--- src/rtl/decode_forward_stage.sv ---
// decode_forward_stage: decodes one 32-bit instruction per cycle and resolves
// its source operands. Each operand comes from the youngest matching forwarding
// channel, or from the register file if no channel matches. The decoded result
// is held in a single output register slot.
//
// Ports
//   clk, rstN             clock, asynchronous active-low reset
//   flush                 drops the held and the incoming instruction
//   inValid / inReady     upstream handshake (inReady is combinational)
//   inInstruction, inPc   instruction word and its PC
//   inException           0 none, 1 instr, 2 syscall, 3 usage fault
//   regFileReadRegTag     source tags sent to the register file
//   regFileReadValue      register file read data, one XLEN lane per port
//   fwdValid/RegTag/Value forwarding channels, index 0 youngest
//   exLoadPending/RegTag  load currently in EX (load-use interlock)
//   outValid / outReady   downstream handshake
//   outClass ... outPc    registered decode results
//   stallCount            saturating count of hazard bubbles
module decode_forward_stage #(
  parameter int unsigned XLEN        = 32,
  parameter int unsigned NUM_FWD     = 2,
  parameter int unsigned NUM_READ    = 4,
  parameter int unsigned STALL_CNT_W = 16
) (
  input  logic                     clk,
  input  logic                     rstN,
  input  logic                     flush,
  input  logic                     inValid,
  output logic                     inReady,
  input  logic [31:0]              inInstruction,
  input  logic [XLEN-1:0]          inPc,
  input  logic [1:0]               inException,
  output logic [4*NUM_READ-1:0]    regFileReadRegTag,
  input  logic [XLEN*NUM_READ-1:0] regFileReadValue,
  input  logic [NUM_FWD-1:0]       fwdValid,
  input  logic [4*NUM_FWD-1:0]     fwdRegTag,
  input  logic [XLEN*NUM_FWD-1:0]  fwdValue,
  input  logic                     exLoadPending,
  input  logic [3:0]               exLoadRegTag,
  output logic                     outValid,
  input  logic                     outReady,
  output logic [2:0]               outClass,
  output logic [1:0]               outException,
  output logic [3:0]               outDstRegTag,
  output logic [XLEN*NUM_READ-1:0] outSrcValue,
  output logic [XLEN-1:0]          outImm,
  output logic [XLEN-1:0]          outPc,
  output logic [STALL_CNT_W-1:0]   stallCount
);

  typedef enum logic [2:0] {
    ClsTransfer = 3'd0,
    ClsDataProc = 3'd1,
    ClsBranch   = 3'd2,
    ClsMoveImm  = 3'd3,
    ClsInstrExc = 3'd4,
    ClsSyscall  = 3'd5
  } instr_class_e;

  // Source tag field of read port idx; ports beyond the four encoded fields read R0.
  function automatic logic [3:0] tag_field(input int unsigned idx, input logic [31:0] instr);
    logic [3:0] t;
    case (idx)
      0:       t = instr[27:24];
      1:       t = instr[23:20];
      2:       t = instr[3:0];
      3:       t = instr[13:10];
      default: t = 4'h0;
    endcase
    return t;
  endfunction

  instr_class_e            cls;
  logic [3:0]              used4;
  logic [NUM_READ-1:0]     src_used;
  logic [NUM_READ-1:0]     load_match;
  logic [3:0]              src_tag [NUM_READ];
  logic [XLEN-1:0]         src_val [NUM_READ];
  logic [XLEN*NUM_READ-1:0] src_flat;
  logic [XLEN-1:0]         imm;
  logic [3:0]              dst_tag;
  logic [1:0]              exc;
  logic                    hazard;
  logic                    slot_free;
  logic                    accept;

  logic                     valid_q;
  logic [2:0]               class_q;
  logic [1:0]               exc_q;
  logic [3:0]               dst_q;
  logic [XLEN*NUM_READ-1:0] src_q;
  logic [XLEN-1:0]          imm_q;
  logic [XLEN-1:0]          pc_q;
  logic [STALL_CNT_W-1:0]   stall_q;

  // Class decode from the top nibble.
  always_comb begin
    cls = ClsTransfer;
    casez (inInstruction[31:28])
      4'b00??: cls = ClsTransfer;
      4'b01??: cls = ClsDataProc;
      4'b10??: cls = ClsBranch;
      4'b110?: cls = ClsMoveImm;
      4'b1110: cls = ClsInstrExc;
      default: cls = ClsSyscall;
    endcase
  end

  // Which of the four encoded source fields the class actually reads.
  always_comb begin
    used4 = 4'b0000;
    case (cls)
      ClsTransfer: used4 = 4'b0111;
      ClsDataProc: used4 = {~inInstruction[29], ~inInstruction[28], 1'b1, 1'b0};
      ClsBranch:   used4 = {1'b0, ~inInstruction[28], 2'b00};
      default:     used4 = 4'b0000;
    endcase
  end

  for (genvar i = 0; i < NUM_READ; i++) begin : g_src
    assign src_tag[i] = tag_field(i, inInstruction);
    assign regFileReadRegTag[i*4 +: 4] = src_tag[i];

    if (i < 4) begin : g_used
      assign src_used[i] = used4[i];
    end else begin : g_unused
      assign src_used[i] = 1'b0;
    end

    assign load_match[i] = src_used[i] && (src_tag[i] == exLoadRegTag);

    // Walk channels oldest to youngest so the lowest matching index wins.
    always_comb begin
      src_val[i] = regFileReadValue[i*XLEN +: XLEN];
      for (int f = int'(NUM_FWD) - 1; f >= 0; f--) begin
        if (fwdValid[f] && (fwdRegTag[f*4 +: 4] == src_tag[i])) begin
          src_val[i] = fwdValue[f*XLEN +: XLEN];
        end
      end
      if (!src_used[i] || (src_tag[i] == 4'h0)) begin
        src_val[i] = '0;
      end
    end

    assign src_flat[i*XLEN +: XLEN] = src_val[i];
  end

  // Immediate formation.
  always_comb begin
    imm = '0;
    case (cls)
      ClsDataProc: imm = {{(XLEN-10){inInstruction[9]}}, inInstruction[9:0]};
      ClsBranch:   imm = {{(XLEN-24){inInstruction[23]}}, inInstruction[23:0]};
      ClsMoveImm:  imm = {{(XLEN-24){inInstruction[28]}}, inInstruction[23:0]};
      default:     imm = '0;
    endcase
  end

  // Destination: branch-and-link writes the link register R14.
  always_comb begin
    dst_tag = 4'h0;
    case (cls)
      ClsTransfer, ClsDataProc, ClsMoveImm: dst_tag = inInstruction[27:24];
      ClsBranch:   dst_tag = inInstruction[29] ? 4'hE : 4'h0;
      default:     dst_tag = 4'h0;
    endcase
  end

  // An upstream exception outranks one raised by decode.
  always_comb begin
    if (inException != 2'd0) begin
      exc = inException;
    end else if (cls == ClsInstrExc) begin
      exc = 2'd1;
    end else if (cls == ClsSyscall) begin
      exc = 2'd2;
    end else begin
      exc = 2'd0;
    end
  end

  // Load-use interlock; an excepting instruction never reads its operands.
  assign hazard = inValid && exLoadPending && (exLoadRegTag != 4'h0) &&
                  (inException == 2'd0) && (|load_match);

  assign slot_free = !valid_q || outReady;
  assign inReady   = slot_free && !hazard && !flush;
  assign accept    = inValid && inReady;

  always_ff @(posedge clk or negedge rstN) begin
    if (!rstN) begin
      valid_q <= 1'b0;
      class_q <= 3'd0;
      exc_q   <= 2'd0;
      dst_q   <= 4'h0;
      src_q   <= '0;
      imm_q   <= '0;
      pc_q    <= '0;
      stall_q <= '0;
    end else if (flush) begin
      // Flush wins over hazard and load and never counts as a bubble.
      valid_q <= 1'b0;
    end else if (slot_free) begin
      valid_q <= accept;
      if (accept) begin
        class_q <= cls;
        exc_q   <= exc;
        pc_q    <= inPc;
        if (exc != 2'd0) begin
          dst_q <= 4'h0;
          src_q <= '0;
          imm_q <= '0;
        end else begin
          dst_q <= dst_tag;
          src_q <= src_flat;
          imm_q <= imm;
        end
      end
      if (hazard && (stall_q != {STALL_CNT_W{1'b1}})) begin
        stall_q <= stall_q + 1'b1;
      end
    end
  end

  assign outValid     = valid_q;
  assign outClass     = class_q;
  assign outException = exc_q;
  assign outDstRegTag = dst_q;
  assign outSrcValue  = src_q;
  assign outImm       = imm_q;
  assign outPc        = pc_q;
  assign stallCount   = stall_q;

endmodule

--- config.mk ---
export PLATFORM = sky130hd
export DESIGN_NAME = decode_forward_stage
export DESIGN_NICKNAME = d
export VERILOG_FILES = /design/src/rtl/decode_forward_stage.sv
export SDC_FILE = /design/constraint.sdc
export NUM_CORES = 1
export LEC_CHECK = 0
export BUFFER_PORTS_ARGS = -buffer_cell sky130_fd_sc_hd__buf_2
export CAP_MARGIN = 20
export CELL_PAD_IN_SITES_DETAIL_PLACEMENT = 0
export CELL_PAD_IN_SITES_GLOBAL_PLACEMENT = 2
export CORE_ASPECT_RATIO = 1.5
export CORE_MARGIN = 3
export CORE_UTILIZATION = 25
export CTS_CLUSTER_DIAMETER = 150
export DETAILED_ROUTE_END_ITERATION = 7
export PLACE_DENSITY_LB_ADDON = 0.1
export RECOVER_POWER = 25
export SYNTH_ARGS = -nofsm -noshare
export SYNTH_HDL_FRONTEND = slang
export SYNTH_SLANG_ARGS = --single-unit
export TNS_END_PERCENT = 20
--- constraint.sdc ---
create_clock -name clk -period 2.1 [get_ports clk]
set_clock_uncertainty 0.1 [all_clocks]
set_input_delay 0.21 -clock clk [delete_from_list [all_inputs] [get_ports clk]]
set_output_delay 0.21 -clock clk [all_outputs]
set_load 0.05 [all_outputs]
==> summary.md <==
| Metric | Value |
|---|---|
| WL/cell | `22.0 µm` |
| Congestion Overflow GR | `0` |
| Combinational power share | `25.6%` |
| Clock slew at reported path FFs | `0.06 ns` |
| EDFF count, synth | `0` |
| Final #Nets | `2,215` |
| Final worst slack | `0.0137 ns` |
| Post-Syn Nets | `1,485` |
| Num CTS Buffers | `25` |
| Fmax | `0.479 GHz` |
| Initial antenna violation count | `3` |
| Final Max Slew Viols | `0` |
| Setup TNS | `0 ns` |
| R2R Setup Slk | `0.02 ns` |
| Main area contributors after synthesis | `dfrtp_1 (45%), a22o_1 (10%), mux2i_1 (5.6%)` |
| Ports | `513` |
| Fill cells | `4,596` |
| Routability-driven placement congestion ratio | `0.818` |
| Switch Pwr | `3.93 mW` |
| Least-Margin Pin Slew | `1.26 ns` |
| Worst min path class | `in -> reg` |
| Hold path cells | `4` |
| First-pass GRT wire length | `81.9 mm` |
| Final setup fails | `0` |
| Syn Area/Cell | `9.68 µm²` |
| R2R Path End | `outSrcValue[110]` |
| Status | `finished clean` |
| Vias in the first global route | `12,582` |
| Die area | `0.0491 mm²` |
| Arrival @ worst endpoint | `2.47 ns` |
| Relative slew slack | `16.0%` |
| CP Launch Type | `input pin` |
| Yosys top cell area share | `45.5%` |
| Syn Inst Count | `1,199` |
| Most common cell after layout, fill and taps aside | `buf_2` |
| Final hold violations | `0` |
| Port Buffers | `512` |
| DR pass1 iterations | `5` |
| Hold Path Origin | `fwdValue[1]` |
| CP Max Fanout | `6` |
| Reg2reg path depth | `9` |
| Seq pwr share | `36.2%` |
| Synthesis Warnings | `0` |
| Clock Path Buffers | `3` |
| Async S/R FF share, synth | `100%` |
| RSZ-0062 raised after global routing | `yes` |
| Core ar. | `0.0458 mm²` |
| Worst vdd ir | `0.000520 V` |
| Worst hold margin | `0.0254 ns` |
| Top_reg_cell synth | `dfrtp_1` |
| Count of unique library cells instantiated by Yosys | `51` |
| Tmin final | `2.09 ns` |
| Critical path class | `in -> reg` |
| Period Utilization, post-route | `99.3%` |
| Critical path capture point type | `register` |
| Latest clock arrival within the worst-skew pair | `0.54 ns` |
| TritonCTS clock tree | `built` |
| Leak | `9.29 nW` |
| Starting Density | `25.4%` |
| Detailed-placement wirelength estimate | `40.1 mm` |
| Int Pwr | `8.16 mW` |
| Fraction of layout cells with a size suffix above 1 | `39.4%` |
| Via count | `12,189` |
| Most frequent cells in the layout | `buf_2 (509), dfrtp_1 (209), dlygate4sd3_1 (188)` |
| H-tree levels | `1` |
| Clock power share | `38.2%` |
| Initial DRC Count | `639` |
| Clock root cell | `clkbuf_16` |
| Residual DRC count | `0` |
| Routed Antenna Nets | `0` |
| Global Route Usage Sum | `21.5%` |
| Die Wd | `182 µm` |
| Worst slack, placed | `-0.402 ns` |
| Dominant cell type by area after synthesis | `dfrtp_1` |
| Power per cell area | `649 mW/mm²` |
| Sw Share | `32.5%` |
| Worst Hold End | `outSrcValue[65]` |
| Area grow syn2layout | `60.6%` |
| Drt total wl | `55.8 mm` |
| Vias per inst | `4.80` |
| FF+latch count, synth | `211` |
| Die Ht | `270 µm` |
| Cell Area, Synth | `0.0116 mm²` |
| Worst Path Required | `2.48 ns` |
| Clock sinks | `211` |
| Sequential area share after synthesis | `45.5%` |
| Max Cap Viol | `0` |
| R2r startpoint | `outValid` |
| Largest net degree at the start of global routing | `83` |
| Floorplan row count | `96` |
[power groups by stage]
stage / Combinational [mW] / Sequential [mW] / Clock, mW
2_1_floorplan: 0.910 / 5.21 / 0
3_3_place_gp: 2.80 / 4.45 / 0
3_5_place_dp: 2.81 / 4.46 / 0
4_1_cts: 3.12 / 4.38 / 4.79
5_1_grt: 3.31 / 4.41 / 4.94
6_report: 3.09 / 4.38 / 4.62
[flip-flops by register name (all words and copies together) (netlist names)]
signal / count
outClass: 3
outPc: 32
outSrcValue: 128
outDstRegTag: 4
stallCount: 16
outImm: 25
outException: 2
outValid: 1
[layout make-up]
class	instances	area, µm²	share of cell area, %
Sequential cell	211	5280	28.3
Timing Repair Buffer	829	5840	31.3
Inverter	8	30.0	0.161
Clock buffer	39	758	4.07
Tap cell	588	736	3.95
Multi-Input combinational cell	854	5900	31.6
Clock inverter	7	91.3	0.490
Antenna cell	3	7.51	0.0403
[worst max-delay path, stage by stage]
cell and delay, ns:
buf_2 0.12, inv_1 0.16, ha_1 0.27, nor4_4 0.07
or4_4 0.51, or4_4 0.54, nor2_4 0.14, buf_12 0.16
clkbuf_16 0.16, a22o_1 0.12
[what timing repair did]
action | CTS | global route
setup endpoints to repair | 94 | 123
hold endpoints to repair | 378 | 0
hold buffers | 188 | 0
pin swaps | 7 | 23
cloned | 1 | 4
buffers inserted | 6 | 1
resized for setup | 8 | 13
[per-layer routing]
| layer | up-vias | wire [µm] | GRT usage [%] | part of all wire (%) |
|---|---|---|---|---|
| met3 | 76 | 3340 | 4.10 | 6.0 |
| met1 | 5903 | 22000 | 25.4 | 39 |
| li1 | 5773 | - | - | - |
| met5 | - | 0 | 0 | 0 |
| met2 | 437 | 29000 | 39.5 | 52 |
| met4 | 0 | 1480 | 5.88 | 2.6 |
[logic make-up (layout without fill, tap and decap cells)]
kind of cell,after synthesis,count (layout),synth area share (%)
simple gates,363,363,14.0
compound gates,326,326,20.4
xor+xnor,57,57,4.30
mux,100,100,9.00
fa+ha+maj,8,8,0.863
flops,211,211,45.5
other cells,0,3,0
buf+inv,134,883,5.99
[cells in the mapped netlist (7+ instances only)]
| master | count |
|---|---|
| mux2i_1 | 65 |
| nand4_1 | 11 |
| buf_2 | 21 |
| buf_4 | 26 |
| a22o_1 | 139 |
| buf_6 | 8 |
| dfrtp_1 | 211 |
| a21oi_1 | 85 |
| ha_1 | 8 |
| clkbuf_2 | 7 |
| o2bb2ai_1 | 19 |
| nor3_1 | 15 |
| mux2_2 | 35 |
| xnor2_1 | 25 |
| nor2_1 | 138 |
| and3_1 | 10 |
| xor2_1 | 32 |
| a31oi_1 | 64 |
| nand3_1 | 18 |
| clkbuf_1 | 62 |
| nand2_1 | 134 |
| inv_1 | 8 |
[through the flow]
stage / area [µm²] / instances / util [%] / power (mW)
after global routing: 18600 / 2538 / 40.7 / 12.7
after CTS: 18500 / 2531 / 40.4 / 12.3
after detailed placement: 15700 / 2290 / 34.2 / 7.26
after floorplan: 11800 / 1199 / - / 6.12
final: 18600 / 2539 / 40.7 / 12.1
after global placement: 15700 / 2290 / 34.2 / 7.25
[how the worst max path moves through the flow]
| stage | start | endpoint | slack [ns] | cells past startpoint |
|---|---|---|---|---|
| 6_report | inInstruction[31] | outSrcValue[110] | 0.01 | 10 |
| 5_1_grt | outValid | outSrcValue[115] | -0.05 | 9 |
| 4_1_cts | outValid | outSrcValue[116] | 0.006 | 8 |
| 3_5_place_dp | inInstruction[30] | outSrcValue[31] | -0.40 | 10 |
| 3_3_place_gp | inInstruction[30] | outSrcValue[78] | -0.38 | 10 |
| 2_1_floorplan | stallCount[1] | stallCount[13] | -0.13 | 8 |
Note: power is estimated with default switching activity, not from simulation.
